`config.mk`:
```
export PLATFORM = sky130hd
export DESIGN_NAME = uart_alu_host
export DESIGN_NICKNAME = d
export VERILOG_FILES = /design/src/rtl/uart_alu_pkg.sv /design/src/rtl/timeout_timer.sv /design/src/rtl/uart_alu_host.sv
export SDC_FILE = /design/constraint.sdc
export NUM_CORES = 1
export LEC_CHECK = 0
export BUFFER_PORTS_ARGS = -buffer_cell sky130_fd_sc_hd__buf_4
export CAP_MARGIN = 0
export CORE_MARGIN = 2
export CORE_UTILIZATION = 38
export DETAILED_ROUTE_END_ITERATION = 8
export GPL_ROUTABILITY_DRIVEN = 0
export SLEW_MARGIN = 20
export SYNTH_ARGS = -nofsm -noshare
export SYNTH_HDL_FRONTEND = slang
export SYNTH_HIERARCHICAL = 1
export SYNTH_SLANG_ARGS = --single-unit
export TNS_END_PERCENT = 20
```
`constraint.sdc`:
```
create_clock -name i_clk -period 2.3 [get_ports i_clk]
set_input_delay 0.115 -clock i_clk [delete_from_list [all_inputs] [get_ports i_clk]]
set_output_delay 0.115 -clock i_clk [all_outputs]
set_load 0.02 [all_outputs]
```
`src/rtl/uart_alu_pkg.sv`:
```
// uart_alu_pkg: state encodings, ALU opcodes and frame order shared by both ends of the UART ALU link.
package uart_alu_pkg;
    typedef enum logic [2:0] {
        ST_IDLE, ST_FLUSH, ST_SEND_A, ST_SEND_B, ST_SEND_OP, ST_WAIT_RES
    } state_t;

    localparam logic [5:0] OP_ADD = 6'b100000;
    localparam logic [5:0] OP_SUB = 6'b100010;
    localparam logic [5:0] OP_AND = 6'b100100;
    localparam logic [5:0] OP_OR  = 6'b100101;
    localparam logic [5:0] OP_XOR = 6'b100110;
    localparam logic [5:0] OP_NOR = 6'b100111;
    localparam logic [5:0] OP_SRA = 6'b000011;
    localparam logic [5:0] OP_SRL = 6'b000010;

    // Bytes go out on the wire in this order; the ALU side receives them the same way.
    typedef enum logic [1:0] {FRAME_A, FRAME_B, FRAME_OP} frame_t;
endpackage

```
`src/rtl/timeout_timer.sv`:
```
// timeout_timer: cycle counter that flags the last cycle of a LIMIT-cycle window.
module timeout_timer #(
    parameter int LIMIT = 1_000_000
) (
    input  logic i_clk,
    input  logic i_reset,
    input  logic i_clear,
    input  logic i_enable,
    output logic o_expired
);
    localparam int W = LIMIT > 1 ? $clog2(LIMIT) : 1;

    logic [W-1:0] count_q;

    always_ff @(posedge i_clk or negedge i_reset) begin
        if (!i_reset)
            count_q <= '0;
        else if (i_clear)
            count_q <= '0;
        else if (i_enable)
            count_q <= count_q + 1'b1;
    end

    assign o_expired = count_q == W'(LIMIT - 1);
endmodule

```
`src/rtl/uart_alu_host.sv`:
```
// uart_alu_host: frames A, B and opcode into the UART TX FIFO and collects the one-byte result,
// reporting completion with o_done or a timeout when no result arrives.
module uart_alu_host
    import uart_alu_pkg::*;
#(
    parameter int DATA_WIDTH     = 8,
    parameter int OPCODE_SZ      = 6,
    parameter int TIMEOUT_CYCLES = 1_000_000
) (
    input  logic                  i_clk,
    input  logic                  i_reset,
    input  logic                  i_start,
    input  logic [DATA_WIDTH-1:0] i_op_a,
    input  logic [DATA_WIDTH-1:0] i_op_b,
    input  logic [OPCODE_SZ-1:0]  i_op_code,
    input  logic                  i_tx_full,
    input  logic                  i_rx_empty,
    input  logic [DATA_WIDTH-1:0] i_r_data,
    output logic [DATA_WIDTH-1:0] o_w_data,
    output logic                  o_wr_uart,
    output logic                  o_rd_uart,
    output logic [DATA_WIDTH-1:0] o_result,
    output logic                  o_done,
    output logic                  o_timeout,
    output logic                  o_busy
);
    state_t                state_q;
    logic [DATA_WIDTH-1:0] a_q, b_q, w_data_q, result_q;
    logic [OPCODE_SZ-1:0]  op_q;
    logic                  wr_q, rd_q, done_q, timeout_q, expired;

    // A strobe issued last cycle blocks the next one so the FIFO flags have caught up.
    wire send_ok = !i_tx_full && !wr_q;
    wire rx_ok   = !i_rx_empty && !rd_q;

    timeout_timer #(.LIMIT(TIMEOUT_CYCLES)) u_timer (
        .i_clk    (i_clk),
        .i_reset  (i_reset),
        .i_clear  (state_q == ST_SEND_OP && send_ok),
        .i_enable (state_q == ST_WAIT_RES),
        .o_expired(expired)
    );

    always_ff @(posedge i_clk or negedge i_reset) begin
        if (!i_reset) begin
            state_q   <= ST_IDLE;
            a_q       <= '0;
            b_q       <= '0;
            op_q      <= '0;
            w_data_q  <= '0;
            result_q  <= '0;
            wr_q      <= 1'b0;
            rd_q      <= 1'b0;
            done_q    <= 1'b0;
            timeout_q <= 1'b0;
        end else begin
            wr_q   <= 1'b0;
            rd_q   <= 1'b0;
            done_q <= 1'b0;
            case (state_q)
                ST_IDLE: if (i_start) begin
                    a_q       <= i_op_a;
                    b_q       <= i_op_b;
                    op_q      <= i_op_code;
                    timeout_q <= 1'b0;
                    state_q   <= ST_FLUSH;
                end
                ST_FLUSH: if (!rd_q) begin
                    if (i_rx_empty) state_q <= ST_SEND_A;
                    else            rd_q    <= 1'b1;
                end
                ST_SEND_A: if (send_ok) begin
                    w_data_q <= a_q;
                    wr_q     <= 1'b1;
                    state_q  <= ST_SEND_B;
                end
                ST_SEND_B: if (send_ok) begin
                    w_data_q <= b_q;
                    wr_q     <= 1'b1;
                    state_q  <= ST_SEND_OP;
                end
                ST_SEND_OP: if (send_ok) begin
                    w_data_q <= DATA_WIDTH'(op_q);
                    wr_q     <= 1'b1;
                    state_q  <= ST_WAIT_RES;
                end
                ST_WAIT_RES: if (rx_ok) begin
                    result_q <= i_r_data;
                    rd_q     <= 1'b1;
                    done_q   <= 1'b1;
                    state_q  <= ST_IDLE;
                end else if (expired) begin
                    timeout_q <= 1'b1;
                    done_q    <= 1'b1;
                    state_q   <= ST_IDLE;
                end
                default: state_q <= ST_IDLE;
            endcase
        end
    end

    assign o_w_data  = w_data_q;
    assign o_wr_uart = wr_q;
    assign o_rd_uart = rd_q;
    assign o_result  = result_q;
    assign o_done    = done_q;
    assign o_timeout = timeout_q;
    assign o_busy    = state_q != ST_IDLE;
endmodule

```
## Word-level counts from Yosys, hierarchy flattened

Index checks and enable logic that the tools add are counted.

- $add $sub $neg: 1
- Equality and inequality tests: 15
- Mux-type cells: 28
- Reductions and logical operators: 18

Operators with widths:

| operator | number |
|---|---|
| $mux W20 | 2 |
| $mux W3 | 8 |
| $mux W8 | 3 |
| $pmux W8 S3 | 1 |
| $add A20 B1 Y20 const B | 1 |
| $eq A20 B20 Y1 const B | 1 |
| $pmux W3 S6 | 1 |
| $ne A2 B2 Y1 const B | 8 |
| $mux W1 | 11 |
| $reduce_and A4 Y1 | 2 |
| $reduce_and A7 Y1 | 1 |
| $eq A3 B2 Y1 const B | 2 |
| $eq A3 B3 Y1 const B | 2 |
| $reduce_bool A3 Y1 | 2 |
| $logic_not A1 Y1 | 4 |
| $pmux W1 S2 | 2 |
| $reduce_and A2 Y1 | 2 |
| $reduce_bool A2 Y1 | 2 |
| $eq A3 B1 Y1 const B | 1 |
| $logic_and A1 B1 Y1 | 3 |
| $logic_not A3 Y1 | 1 |
| $ne A3 B3 Y1 const B | 1 |
| $reduce_or A3 Y1 | 1 |

- Bits in registers: 65
- Bits of input ports: 35
- Output and inout port bits: 21

## Longest topological paths before layout

- Depth in word-level cells: 4
- Gate-level depth with buffers: 8
- Mapped depth without buffers: 6

## Cells and area by module

Netlist, hierarchy kept.

By module, submodules not included:

| module | times used | cells each | area each (um^2) | seq. area each (um^2) |
|---|---|---|---|---|
| uart_alu_host | 1 | 162 | 2109.5 | 1126.1 |
| timeout_timer | 1 | 108 | 1043.5 | 500.5 |

## Least setup slack after synthesis

OpenSTA, ideal clock, no wires.

- Path type: flip-flop to flip-flop
- Start point: reg wr_q (netlist: o_wr_uart)
- End point: reg u_timer.count_q[17]
- Arrival time: 2.410 ns
- Required time: 2.222 ns
- Setup slack: -0.188 ns
- Cell stages (with the launch flop): 9
- Path buffers: 2
- Clock period less this slack: 2.488 ns
- Cell sequence: dfrtp_1 > nor2_1 > clkbuf_1 > and3_1 > o21ai_1 > or4_1 > buf_2 > or4b_1 > a21oi_1

- Longest elaborated chain between the ends: 4

RTL lines:

| element | line | source |
|---|---|---|
| from (decl) | uart_alu_host.sv:30 | `logic wr_q, rd_q, done_q, timeout_q, expired;` |
| from (signal assigned) | uart_alu_host.sv:52 | `wr_q <= 1'b0;` |
| from (signal assigned) | uart_alu_host.sv:57 | `wr_q <= 1'b0;` |
| from (signal assigned) | uart_alu_host.sv:74 | `wr_q <= 1'b1;` |
| $logic_not A1 Y1 * | uart_alu_host.sv:33 | `wire send_ok = !i_tx_full && !wr_q;` |
| $logic_and A1 B1 Y1 * | uart_alu_host.sv:33 |  |
| $logic_and A1 B1 Y1 * | uart_alu_host.sv:39 | `.i_clear (state_q == ST_SEND_OP && send_ok),` |
| $mux W20 / $reduce_bool A2 Y1 (equally long branches) | n/a |  |
| to (signal assigned) | timeout_timer.sv:21 | `count_q <= count_q + 1'b1;` |
| to (decl) | timeout_timer.sv:13 | `logic [W-1:0] count_q;` |

Every way passes the cells marked *; elsewhere a longest branch is shown, timed or not.
A chain may end at the register's enable or synchronous reset.

## Worst setup path in the final report

- Start point: reg state_q[0]
- End point: reg u_timer.count_q[17]

- Longest elaborated chain between the ends: 3

RTL lines:

| element | line | source |
|---|---|---|
| from (decl) | uart_alu_host.sv:27 | `state_t state_q;` |
| from (signal assigned) | uart_alu_host.sv:46 | `state_q <= ST_IDLE;` |
| from (signal assigned) | uart_alu_host.sv:66 | `state_q <= ST_FLUSH;` |
| from (signal assigned) | uart_alu_host.sv:69 | `if (i_rx_empty) state_q <= ST_SEND_A;` |
| $eq A3 B3 Y1 | uart_alu_host.sv:39 |  |
| $logic_and A1 B1 Y1 | uart_alu_host.sv:39 |  |
| $mux W20 / $reduce_bool A2 Y1 (equally long branches) | n/a |  |

Several ways; a longest one is shown, not always the timed one.

==> impl_metrics.yaml <==
floorplanning:
  die_w_um: 95.1
  chipHeight_um: 95.1
  dieArea_um2: 9040
  row_count: 33
  initial_utilization_pct: 38.8
  pin_count: 56
  core_area_um2: 8130
outcome:
  status: "finished, final reports clean"
timing:
  clock.fmax_mhz: 466
  skew_ns: 0.0110
  tns_ns: 0
  finalSetupViolCount: 0
  drv_slew: 0
  relSlewSlack_pct: 46.1
  finalHoldViolCount: 0
  period_share_pct: 93.2
  rsz0062_at_grt: "no"
  tightest_slew_ns: 0.809
  min_period_ns: 2.14
setup_path:
  crit_type: "reg2reg"
  cp.depth: 6
  path_delay_family: "simple AND/OR/NAND/NOR gates"
  start_kind: "flip-flop"
  cpPeakStageDelay_ns: 0.54
  cp_max_fo: 7
  path_buf_inv: 0
  required_ns: 2.56
  crit_arrival_ns: 2.41
  crit_path_cell_trace: "nor2_1 -> and3_4 -> o21ai_1 -> or4_4 -> or4b_1 -> a21oi_1"
  end_kind: "flip-flop"
  reg2reg_depth: 6
  cpMaxStageDelayCell: "or4_4"
clock_tree:
  clkTransAtPathRegs_ns: 0.07
  htreeDepth: 3
  cts_tree: "done"
  clk_latency_ns: 0.34
  clock-sinks: 65
  clockBufferDepth: 2
  post_cts_buffers: 0
  cts_made_buffers: 9
  clockRootBuffer: "clkbuf_8"
synth:
  ys_ff_latch: 65
  async_flop_share_pct: 100
  synth.avg_cell_area_um2: 11.7
  synth_nets: 306
  yosysSeqAreaShare_pct: 51.6
  syn_inst: 270
  ys_types: 55
  ys.flop_type: "dfrtp_1"
  yosys_warnings: 6
  synth_area_um2: 3150
  synth_edf_count: 0
power:
  leakagePower_nw: 1.89
  p_per_area_nw_per_um2: 1190
  peakVddDrop_uv: 523
layout:
  fin_nets: 404
  drive_above_1_share_pct: 33.0
  diodes: 0
  post-route-util_pct: 52.5
  synthToLayoutAreaGrowth_pct: 35.4
place:
  hpwl_um: 4550
  portBuffers: 55
drt:
  drtAntennaViolNets: 0
  vias: 2435
  drt_iter0_drc: 64
  routed_via_density: 5.09
  drt-met1-wl_um: 3120
  drc_errors: 0
  wl_per_cell_um: 14.4
  met2_length_um: 3430
  wl_met3_um: 259
  wl_um: 6900
  dr.pass1.iters: 4
  top_layer: "met4"
worst_hold_path:
  hold_depth: 2
  min_path_type: "in2reg"
global_route:
  grt_max_degree: 66
  track_usage_pct: 17.4
  first_global_vias: 2522
  grt-ovfl-total: 0
  antenna_found_initial: 0
  grt_pass1_wl_um: 11900
run:
  maxCapViolCount: 0
[Yosys cell counts (5+ instances only)]
cell type	number	area, um2
mux2_4	19	285
o211ai_1	6	45.0
or4_1	6	45.0
o21ai_1	8	40.0
nor2_1	19	71.3
mux2_1	8	90.1
or3_1	10	62.6
o221ai_1	6	52.6
a21oi_1	12	60.1
xor2_1	7	61.3
inv_1	6	22.5
dfrtp_1	65	1630
nand2_1	17	63.8
xnor2_1	5	43.8
o21ai_0	6	30.0
[cell usage in the layout (no fill, tap or decap), types with 7 or more instances in the layout]
cell type      count
mux2_4            19
clkbuf_8          11
nand2_1           17
nor2_1            18
mux2_1             8
dlygate4sd3_1     30
dfrtp_1           64
xor2_1             7
buf_4             69
a21oi_1           12
or3_1             10
o21ai_1            8
[final timing paths]
path / start / endpoint / slack [ns]
max reg2reg: state_q[0] / u_timer/count_q[17] / 0.16
min: i_op_b[1] / b_q[1] / 0.02
min in group asynchronous: i_reset / o_result[6] / 0.39
min reg2reg: o_w_data[6] / o_w_data[6] / 0.49
max: state_q[0] / u_timer/count_q[17] / 0.16
max in group asynchronous: i_reset / o_wr_uart / 1.33
[cell families after synthesis]
logic type               after synthesis  share of synthesized area (%)
AO/OA/AOI/OAI                         53                           11.1
XOR/XNOR                              12                           3.33
adder cells (fa/ha/maj)                1                          0.397
buffers and inverters                 19                           3.45
flip-flops                            65                           51.6
multiplexers                          31                           13.3
AND/OR/NAND/NOR                       89                           16.8
[layer usage]
| layer | vias up | GRT usage [%] |
|---|---|---|
| li1 | 1182 | - |
| met1 | 1187 | 21.4 |
| met2 | 56 | 29.3 |
| met3 | 10 | 3.79 |
| met4 | 0 | 7.61 |
| met5 | - | 0 |
[timing repair]
item,in CTS,in global routing
hold buffers,30,0
endpoints found under the setup margin,0,3
resized for setup,0,2
endpoints found under the hold margin,94,0
[power breakdown]
group | internal, mW | leakage (nW) | total (mW) | switching, mW
logic | 1.05 | 0.961 | 2.02 | 0.969
registers | 1.60 | 0.817 | 1.97 | 0.366
clock network | 0.666 | 0.115 | 1.11 | 0.444
total | 3.32 | 1.89 | 5.10 | 1.78
[cell type report]
| class | instances | area [um2] |
|---|---|---|
| Clock inverter | 5 | 77.6 |
| Inverter | 7 | 26.3 |
| Tap cell | 105 | 131 |
| Timing Repair Buffer | 99 | 818 |
| Sequential cell | 65 | 1630 |
| Fill cell | 696 | 3870 |
| Multi-Input combinational cell | 186 | 1440 |
| Clock buffer | 11 | 151 |
[state kept, by name, summed over array words and instances (netlist names)]
| signal | flops |
|---|---|
| o_w_data | 8 |
| o_timeout | 1 |
| a_q | 8 |
| o_wr_uart | 1 |
| o_done | 1 |
| b_q | 8 |
| state_q | 3 |
| op_q | 6 |
| u_timer/count_q | 20 |
| o_rd_uart | 1 |
| o_result | 8 |
[per-stage QoR]
stage / cell area (um2) / hold WS, ns / worst slack (ns) / instances / power (mW)
2_1_floorplan: 3170 / -0.181 / 0.00185 / 270 / 3.34
3_3_place_gp: 3730 / 0.270 / 0.167 / 432 / 3.94
3_5_place_dp: 3730 / 0.267 / 0.126 / 432 / 3.98
4_1_cts: 4260 / 0.00159 / 0.102 / 478 / 5.14
5_1_grt: 4270 / 0.00456 / 0.00687 / 478 / 5.47
6_report: 4270 / 0.0172 / 0.156 / 478 / 5.10
No activity file was read; power rests on OpenSTA's default activity.
